==> config.mk <==
export PLATFORM = sky130hd
export DESIGN_NAME = load_store_unit
export DESIGN_NICKNAME = d
export VERILOG_FILES = /design/src/rtl/load_store_unit.sv
export SDC_FILE = /design/constraint.sdc
export NUM_CORES = 1
export LEC_CHECK = 0
export ABC_AREA = 1
export BUFFER_PORTS_ARGS = -buffer_cell sky130_fd_sc_hd__buf_2
export CORE_MARGIN = 4
export CORE_UTILIZATION = 50
export DETAILED_ROUTE_END_ITERATION = 16
export GPL_ROUTABILITY_DRIVEN = 0
export PLACE_DENSITY = 0.91
export SYNTH_ARGS = -nofsm -noshare
export SYNTH_HDL_FRONTEND = slang
export SYNTH_SLANG_ARGS = --single-unit
==> constraint.sdc <==
create_clock -name clk -period 2.14 [get_ports clk]
set_input_delay 0.535 -clock clk [delete_from_list [all_inputs] [get_ports clk]]
set_output_delay 0.535 -clock clk [all_outputs]
set_load 0.005 [all_outputs]
==> src/rtl/load_store_unit.sv <==
// RV32I load/store unit: one memory request per core op, byte/half/word lanes, timeout and illegal-op errors.
// Optional LSU_MISALIGN_TRAP_EN: trap misaligned half/word accesses (err_cause 01) instead of ignoring low bits.
module load_store_unit #(
  parameter int TIMEOUT_CYCLES = 64
) (
  input  logic        clk,
  input  logic        rst,
  input  logic        req_valid,
  input  logic        is_load,
  input  logic        is_store,
  input  logic [2:0]  funct3,
  input  logic [31:0] addr,
  input  logic [31:0] store_data,
  output logic        mem_req,
  output logic        mem_we,
  output logic [31:0] mem_addr,
  output logic [3:0]  mem_be,
  output logic [31:0] mem_wdata,
  input  logic        mem_ready,
  input  logic [31:0] mem_rdata,
  output logic [31:0] load_data,
  output logic        done,
  output logic        busy,
  output logic        err,
  output logic [1:0]  err_cause
);

  typedef enum logic [1:0] {IDLE, ACCESS, RESP} state_t;

  localparam logic [7:0] CNT_LAST = 8'(TIMEOUT_CYCLES - 1);

  state_t      state_reg, state_next;
  logic [31:0] addr_reg, addr_next;
  logic [31:0] sdata_reg, sdata_next;
  logic [2:0]  funct3_reg, funct3_next;
  logic        load_reg, load_next;
  logic        err_reg, err_next;
  logic [1:0]  cause_reg, cause_next;
  logic [31:0] ldata_reg, ldata_next;
  logic [7:0]  cnt_reg, cnt_next;

  logic        illegal_in;
  logic        misalign_in;
  logic [7:0]  rlane [4];
  logic [7:0]  byte_sel;
  logic [15:0] half_sel;
  logic [31:0] load_ext;
  logic [3:0]  be_lat;
  logic [31:0] wdata_lat;

  // Request classification on the raw inputs, evaluated in IDLE before latching.
  always_comb begin
    illegal_in = (is_load == is_store)
              || (is_load && (funct3 == 3'b011 || funct3[2:1] == 2'b11))
              || (is_store && funct3[2]);
`ifdef LSU_MISALIGN_TRAP_EN
    misalign_in = (funct3[1:0] == 2'b01 && addr[0])
               || (funct3[1:0] == 2'b10 && addr[1:0] != 2'b00);
`else
    misalign_in = 1'b0;
`endif
  end

  generate
    for (genvar gi = 0; gi < 4; gi++) begin : g_lane
      assign rlane[gi] = mem_rdata[8*gi +: 8];
    end
  endgenerate

  assign byte_sel = rlane[addr_reg[1:0]];
  assign half_sel = addr_reg[1] ? mem_rdata[31:16] : mem_rdata[15:0];

  always_comb begin
    load_ext = 32'h0;
    if (load_reg) begin
      case (funct3_reg)
        3'b000:  load_ext = {{24{byte_sel[7]}}, byte_sel};
        3'b100:  load_ext = {24'h0, byte_sel};
        3'b001:  load_ext = {{16{half_sel[15]}}, half_sel};
        3'b101:  load_ext = {16'h0, half_sel};
        3'b010:  load_ext = mem_rdata;
        default: load_ext = 32'h0;
      endcase
    end
  end

  // Byte enables and replicated write data derived from the latched request.
  always_comb begin
    be_lat    = 4'b1111;
    wdata_lat = 32'h0;
    if (!load_reg) begin
      case (funct3_reg[1:0])
        2'b00: begin
          be_lat    = 4'b0001 << addr_reg[1:0];
          wdata_lat = {4{sdata_reg[7:0]}};
        end
        2'b01: begin
          be_lat    = 4'b0011 << {addr_reg[1], 1'b0};
          wdata_lat = {2{sdata_reg[15:0]}};
        end
        default: begin
          be_lat    = 4'b1111;
          wdata_lat = sdata_reg;
        end
      endcase
    end
  end

  always_comb begin
    state_next  = state_reg;
    addr_next   = addr_reg;
    sdata_next  = sdata_reg;
    funct3_next = funct3_reg;
    load_next   = load_reg;
    err_next    = err_reg;
    cause_next  = cause_reg;
    ldata_next  = ldata_reg;
    cnt_next    = cnt_reg;
    case (state_reg)
      IDLE: begin
        if (req_valid) begin
          addr_next   = addr;
          sdata_next  = store_data;
          funct3_next = funct3;
          load_next   = is_load;
          ldata_next  = 32'h0;
          cnt_next    = 8'h0;
          err_next    = 1'b0;
          cause_next  = 2'b00;
          if (illegal_in) begin
            state_next = RESP;
            err_next   = 1'b1;
            cause_next = 2'b11;
          end else if (misalign_in) begin
            state_next = RESP;
            err_next   = 1'b1;
            cause_next = 2'b01;
          end else begin
            state_next = ACCESS;
          end
        end
      end
      ACCESS: begin
        // A ready in the last allowed cycle still completes normally.
        if (mem_ready) begin
          ldata_next = load_ext;
          state_next = RESP;
        end else if (cnt_reg == CNT_LAST) begin
          err_next   = 1'b1;
          cause_next = 2'b10;
          state_next = RESP;
        end else begin
          cnt_next = cnt_reg + 8'h1;
        end
      end
      RESP:    state_next = IDLE;
      default: state_next = IDLE;
    endcase
  end

  always_ff @(posedge clk) begin
    if (rst) begin
      state_reg  <= IDLE;
      addr_reg   <= 32'h0;
      sdata_reg  <= 32'h0;
      funct3_reg <= 3'b000;
      load_reg   <= 1'b0;
      err_reg    <= 1'b0;
      cause_reg  <= 2'b00;
      ldata_reg  <= 32'h0;
      cnt_reg    <= 8'h0;
    end else begin
      state_reg  <= state_next;
      addr_reg   <= addr_next;
      sdata_reg  <= sdata_next;
      funct3_reg <= funct3_next;
      load_reg   <= load_next;
      err_reg    <= err_next;
      cause_reg  <= cause_next;
      ldata_reg  <= ldata_next;
      cnt_reg    <= cnt_next;
    end
  end

  assign mem_req   = (state_reg == ACCESS);
  assign mem_we    = mem_req && !load_reg;
  assign mem_addr  = mem_req ? {addr_reg[31:2], 2'b00} : 32'h0;
  assign mem_be    = mem_req ? be_lat : 4'b0000;
  assign mem_wdata = mem_req ? wdata_lat : 32'h0;

  assign done      = (state_reg == RESP);
  assign busy      = (state_reg != IDLE);
  assign load_data = done ? ldata_reg : 32'h0;
  assign err       = done && err_reg;
  assign err_cause = done ? cause_reg : 2'b00;

endmodule

==> flow_metrics.env, run 1 <==
export IMPL_result_of_the_run="complete, no violations"
export IMPL_timing_final_ws_setup_ns=0.0668
export IMPL_required_ns=1.60
export IMPL_max_slew_margin_rel_pct=51.3
export IMPL_avgViaCountPerCell=5.16
export IMPL_drt_initial_drc_count=822
export IMPL_routed_via_count=6300
export IMPL_antenna_cells_inserted=0
export IMPL_path_max_fanout=34
export IMPL_cp_arrival_ns=1.54
export IMPL_grt_pass1_vias=5649
export IMPL_post_detailed_route_wirelength_per_cell_um=13.7
export IMPL_synth_compound_area_share_pct=18.3
export IMPL_holdCritPathClass="in2reg"
export IMPL_sequential_cell_area_um2=2240
export IMPL_grt_max_degree=87
export IMPL_area_delta_synth_final_pct=25.3
export IMPL_total_leakage_power_nw=3.31
export IMPL_cts_sinks=112
export IMPL_drtPass1Iterations=7
export IMPL_synth_top_family_by_area="simple AND/OR/NAND/NOR gates"
export IMPL_timing_critical_path_mode_cell="nor2_1"
export IMPL_mappedNetlistArea_um2=5660
export IMPL_startpoint_type="register"
export IMPL_yosysUniqueCellTypes=31
export IMPL_design_portCount=212
export IMPL_skew_ns=0.0121
export IMPL_powerDensity_nw_per_um2=702
export IMPL_htreeDepth=3
export IMPL_clock_fmax_mhz=482
export IMPL_tritoncts_num_buffers=9
export IMPL_synth_seq_area_share_pct=39.6
export IMPL_grt_remaining_overflow=0
export IMPL_design_area_um2=7090
export IMPL_placement_setup_worst_slack_ns=0.322
export IMPL_multi_input_comb_area_um2=2830
export IMPL_rsz0062_at_grt="yes"
export IMPL_cts_buffer_depth=2
export IMPL_worst_slew_pin_slew_ns=0.729
export IMPL_post_synth_inst_count=892
export IMPL_die_y_um=114
export IMPL_synth_fa_ha_area_share_pct=0.221
export IMPL_fp_coreArea_um2=11000
export IMPL_insertion_delay_ns=0.34
export IMPL_slew_viol_final=0
export IMPL_clk_pin_slew_ns=0.08
export IMPL_final_min_period_over_clock_period_pct=96.9
export IMPL_share_of_cells_above_drive_strength_1_pct=25.2
export IMPL_drc_errors=0
export IMPL_fin_crit_ns=2.07
export IMPL_reg2reg_from="funct3_reg[1]"
export IMPL_postRouteAntennaNets=0
export IMPL_final_count_of_negative_setup_slack_endpoints=0
export IMPL_crit_path_cell_trace="inv_2 > nor2_1 > clkinv_1 > buf_6 > nor2_1 > buf_2"
export IMPL_worstSetupStartpoint="state_reg[1]"
export IMPL_cts_tree="done"
export IMPL_final_net_count=1181
export IMPL_critical_path_max_stage_delay_ns=0.36
export IMPL_place_detailed_hpwl_um=12300
export IMPL_gr_usage_all_layers_pct=24.7
export IMPL_port_buffers=209
export IMPL_critPathBufInv=4
export IMPL_slowest_stage="dfxtp_1"
export IMPL_ys_warn_count=0
export IMPL_hold_viol=0
export IMPL_placed_area_um2=6790
export IMPL_grt_pass1_wl_um=26200
export IMPL_post_synth_mux_area_share_pct=0
export IMPL_yosys_register_bits=112
export IMPL_root_buffer="clkbuf_16"
export IMPL_synth_avg_cell_area_um2=6.35
export IMPL_critPathTopFamily="buffers and inverters"
export IMPL_postRouteWirelength_um=16700
export IMPL_design_die_area_um2=13100
export IMPL_worst_ir_drop_vdd_v=0.000431
export IMPL_num_rows=38
export IMPL_fillers=1006
export IMPL_chip_width_um=114
export IMPL_critPathKind="reg2out"
export IMPL_hold_start="store_data[9]"
export IMPL_reg2reg_setup_slack_ns=0.32
export IMPL_initial_utilization_pct=51.5
export IMPL_antenna_violations_before_repair=1
export IMPL_cap_viol_max_count=0
export IMPL_synth_simple_gate_area_share_pct=31.1
export IMPL_cts_post_setup_buffers_inserted=0
export IMPL_crit_path_end_kind="primary output"
export IMPL_synth_xor_area_share_pct=0.155
-- tightest hold or removal path, cell delays in order --
cell and delay, ns:
buf_2 0.08, o21ai_0 0.07, nor2_1 0.08
-- area by class of cell --
| cell class | instances | area share (%) |
|---|---|---|
| clock buffer | 11 | 3.56 |
| clock inverter | 5 | 0.441 |
| inverter | 90 | 4.80 |
| multi-input combinational | 634 | 39.9 |
| sequential | 112 | 31.6 |
| tap | 140 | 2.47 |
| timing repair buffer | 228 | 17.2 |
-- kinds of logic (layout without fill, tap and decap cells) --
| group | Yosys count | in the layout |
|---|---|---|
| flops | 112 | 112 |
| buf+inv | 147 | 334 |
| compound gates | 198 | 198 |
| other cells | 1 | 2 |
| simple gates | 432 | 432 |
| fa+ha+maj | 1 | 1 |
| xor+xnor | 1 | 1 |
-- cells in the mapped netlist --
| cell type | n | area share, % |
|---|---|---|
| a21oi_1 | 95 | 8.4 |
| a21oi_2 | 1 | 0.15 |
| a21oi_4 | 1 | 0.29 |
| and2_1 | 1 | 0.11 |
| buf_2 | 12 | 1.1 |
| buf_4 | 8 | 1.1 |
| clkbuf_1 | 37 | 2.5 |
| clkinv_1 | 1 | 0.066 |
| conb_1 | 1 | 0.066 |
| dfxtp_1 | 112 | 40 |
| ha_1 | 1 | 0.22 |
| inv_1 | 81 | 5.4 |
| inv_2 | 7 | 0.46 |
| inv_4 | 1 | 0.11 |
| nand2_1 | 183 | 12 |
| nand2_2 | 2 | 0.22 |
| nand3_1 | 44 | 3.9 |
| nand3_4 | 1 | 0.31 |
| nand3b_1 | 1 | 0.13 |
| nand4_1 | 2 | 0.22 |
| nor2_1 | 181 | 12 |
| nor2_2 | 3 | 0.33 |
| nor2_4 | 2 | 0.40 |
| nor3_1 | 4 | 0.35 |
| nor3_2 | 1 | 0.18 |
| o211ai_1 | 8 | 1.1 |
| o21ai_0 | 84 | 7.4 |
| o21ai_1 | 1 | 0.088 |
| o22ai_1 | 8 | 0.88 |
| or2_2 | 7 | 0.77 |
| xor2_1 | 1 | 0.15 |
-- per-layer routing --
| layer | part of all wire [%] | global-route usage (%) | vias to the layer above |
|---|---|---|---|
| met2 | 46 | 40.4 | 311 |
| li1 | - | - | 3182 |
| met5 | 0.078 | 0 | - |
| met3 | 11 | 6.61 | 40 |
| met4 | 2.5 | 10.1 | 2 |
| met1 | 41 | 30.8 | 2765 |
-- path summary, 6_finish.rpt --
| check | endpoint | depth (start not counted) |
|---|---|---|
| setup / recovery | load_data[8] | 6 |
| hold / removal | sdata_reg[9] | 3 |
| setup reg to reg | ldata_reg[6] | 6 |
| hold reg to reg | addr_reg[9] | 2 |
-- layout by cell type, fill, tap and decap left out, types with 8 or more instances in the layout --
cell | Yosys | routed
clkbuf_16 | 0 | 9
a21oi_1 | 95 | 95
nor2_1 | 181 | 180
inv_1 | 81 | 81
nand3_1 | 44 | 44
buf_4 | 8 | 16
nand2_1 | 183 | 183
buf_2 | 12 | 209
o21ai_0 | 84 | 83
dfxtp_1 | 112 | 111
o22ai_1 | 8 | 8
o211ai_1 | 8 | 8
-- report_power, final --
part,switching [W],total [W],internal (W)
clock,0.000744,0.00159,0.000850
sequential,0.0000886,0.00232,0.00223
combinational,0.000679,0.00106,0.000385
total,0.00151,0.00498,0.00347
-- stage by stage --
step / hold WS [ns] / total power (W) / setup TNS [ns] / std cells / util [%]
floorplan: 0.430 / 0.00306 / 0 / 893 / -
global placement: 0.438 / 0.00340 / 0 / 1204 / 61.9
detailed placement: 0.442 / 0.00342 / 0 / 1204 / 61.9
CTS: 0.439 / 0.00499 / 0 / 1220 / 64.4
global route: 0.448 / 0.00525 / -0.0229 / 1220 / 64.6
finish: 0.447 / 0.00498 / 0 / 1220 / 64.6
-- repair_timing --
action / in CTS / in global routing
hold buffers: 0 / 0
setup endpoints to repair: 0 / 40
gates resized for setup: 0 / 5
Note: power is estimated with default switching activity, not from simulation.
==> inputs of run 2 (changes only) <==
Settings changed: PLACE_DENSITY 0.91 to 0.93.
==> run 2 against run 1 <==
Effect of this change: core utilization barely moved; worst setup slack gained 0.028 ns; register-to-register slack gained 0.08 ns; critical path depth down 1; critical path type unchanged.
==> flow_metrics.env, run 2 (same netlist as run 1, synthesis figures left out) <==
export IMPL_fin_util_pct=64.5
export IMPL_hold_viol=0
export IMPL_placement_setup_worst_slack_ns=0.184
export IMPL_postRouteAntennaNets=0
export IMPL_final_count_of_negative_setup_slack_endpoints=0
export IMPL_rsz0062_at_grt="no"
export IMPL_drc_errors=0
export IMPL_fp_coreArea_um2=11000
export IMPL_gr_usage_all_layers_pct=24.9
export IMPL_slew_viol_final=0
export IMPL_critPathTopFamily="buffers and inverters"
export IMPL_critical_path_max_stage_delay_ns=0.37
export IMPL_timing_setup_tns_ns=0
export IMPL_hold_start="store_data[12]"
export IMPL_chip_width_um=114
export IMPL_reg2reg_from="cnt_reg[0]"
export IMPL_worstSetupStartpoint="funct3_reg[1]"
export IMPL_layout_commonest_cell="buf_2"
export IMPL_fillers=1024
export IMPL_antenna_violations_before_repair=0
export IMPL_postRouteWirelength_um=16600
export IMPL_cts_post_setup_buffers_inserted=0
export IMPL_slowest_stage="dfxtp_2"
export IMPL_routed_via_count=6387
export IMPL_avgViaCountPerCell=5.25
export IMPL_worst_hold_slack_ns=0.432
export IMPL_grt_pass1_wl_um=26700
export IMPL_powerDensity_nw_per_um2=706
export IMPL_timing_final_ws_setup_ns=0.0947
export IMPL_tritoncts_num_buffers=9
export IMPL_clock_fmax_mhz=489
export IMPL_min_path_cells=3
export IMPL_sequential_cell_area_um2=2250
export IMPL_rr_worst_depth=10
export IMPL_crit_path_end_kind="primary output"
export IMPL_fin_crit_ns=2.05
export IMPL_design_die_area_um2=13100
export IMPL_antenna_cells_inserted=0
export IMPL_grt_pass1_vias=5806
export IMPL_multi_input_comb_area_um2=2840
export IMPL_final_net_count=1179
export IMPL_port_buffers=209
export IMPL_cp_depth=5
export IMPL_cts_hold_repair_buffers=0
export IMPL_design_portCount=212
export IMPL_final_min_period_over_clock_period_pct=95.6
export IMPL_critPathKind="reg2out"
export IMPL_grt_max_degree=71
export IMPL_skew_ns=0.00732
export IMPL_post_detailed_route_wirelength_per_cell_um=13.6
export IMPL_clk_pin_slew_ns=0.08
export IMPL_num_rows=38
export IMPL_drt_initial_drc_count=736
export IMPL_critPathBufInv=3
export IMPL_reg2reg_setup_slack_ns=0.40
export IMPL_path_max_fanout=26
export IMPL_area_delta_synth_final_pct=25.2
export IMPL_cts_buffer_depth=2
export IMPL_share_of_cells_above_drive_strength_1_pct=25.4
export IMPL_cp_arrival_ns=1.51
export IMPL_cap_viol_max_count=0
export IMPL_cts_tree="done"
export IMPL_htreeDepth=3
export IMPL_mostFrequentLayoutCells="209 x buf_2, 182 x nand2_1, 180 x nor2_1, 109 x dfxtp_1, 95 x a21oi_1"
export IMPL_place_detailed_hpwl_um=12200
export IMPL_result_of_the_run="complete, no violations"
export IMPL_crit_path_cell_trace="inv_2 > buf_4 > nand2_1 > a21oi_1 > buf_2"
export IMPL_worst_ir_drop_vdd_v=0.000392
export IMPL_holdCritPathClass="in2reg"
export IMPL_grt_remaining_overflow=0
export IMPL_drtPass1Iterations=5
export IMPL_die_y_um=114
export IMPL_root_buffer="clkbuf_16"
export IMPL_critical_path_reg2reg_endpoint="cnt_reg[7]"
export IMPL_required_ns=1.60
export IMPL_cp_endpoint="mem_wdata[21]"
export IMPL_cts_sinks=112
export IMPL_initial_utilization_pct=51.5
export IMPL_insertion_delay_ns=0.35
export IMPL_startpoint_type="register"
export IMPL_total_leakage_power_nw=3.30
[run 2: cell types whose count changed in the layout (fill, tap and decap cells not counted), sizes merged]
cell,change
buf,-2
clkbuf,-2
clkinv,-1
clkinvlp,-1
inv,+3
[run 2: cell type report]
type / instances / share of cell area [%]
Clock buffer: 9 / 3.18
Clock inverter: 6 / 0.883
Inverter: 90 / 4.84
Multi-Input combinational cell: 634 / 40.1
Sequential cell: 112 / 31.7
Tap cell: 140 / 2.47
Timing Repair Buffer: 226 / 16.8
[run 2: worst min-delay path by stage]
stage | endpoint | slack [ns]
floorplan | addr_reg[10] | 0.43
global placement | addr_reg[8] | 0.44
detailed placement | addr_reg[4] | 0.44
CTS | sdata_reg[12] | 0.43
global route | sdata_reg[12] | 0.43
finish | sdata_reg[12] | 0.43
[run 2: per-stage QoR]
step | power [W] | std cells | cell area [um2]
floorplan | 0.00306 | 893 | 5660
global placement | 0.00337 | 1202 | 6770
detailed placement | 0.00340 | 1202 | 6770
CTS | 0.00502 | 1217 | 7060
global route | 0.00528 | 1217 | 7090
finish | 0.00500 | 1217 | 7090
[run 2: power breakdown]
| part | total (W) | internal, W | switching, W |
|---|---|---|---|
| combinational | 0.00105 | 0.000376 | 0.000676 |
| sequential | 0.00233 | 0.00223 | 0.0000951 |
| clock | 0.00162 | 0.000815 | 0.000805 |
[run 2: metal layers]
| layer | up-vias | global-route usage (%) | wire length, um |
|---|---|---|---|
| li1 | 3188 | - | - |
| met4 | 0 | 9.26 | 443 |
| met3 | 41 | 6.13 | 1780 |
| met5 | - | 0 | 0 |
| met1 | 2834 | 30.8 | 6610 |
| met2 | 324 | 41.6 | 7750 |
[run 2: what timing repair did]
item | 4_1_cts | 5_1_grt
hold endpoints to repair | 0 | 0
resized for setup | 3 | 14
setup endpoints to repair | 16 | 31
[run 2: worst register-to-register path, delay by kind of cell, from the launching register on]
kind | cells | cell delay [ns]
and+or+nand+nor | 8 | 0.82
DFF | 1 | 0.42
adders and majority gates | 1 | 0.21
buffers and inverters | 1 | 0.17
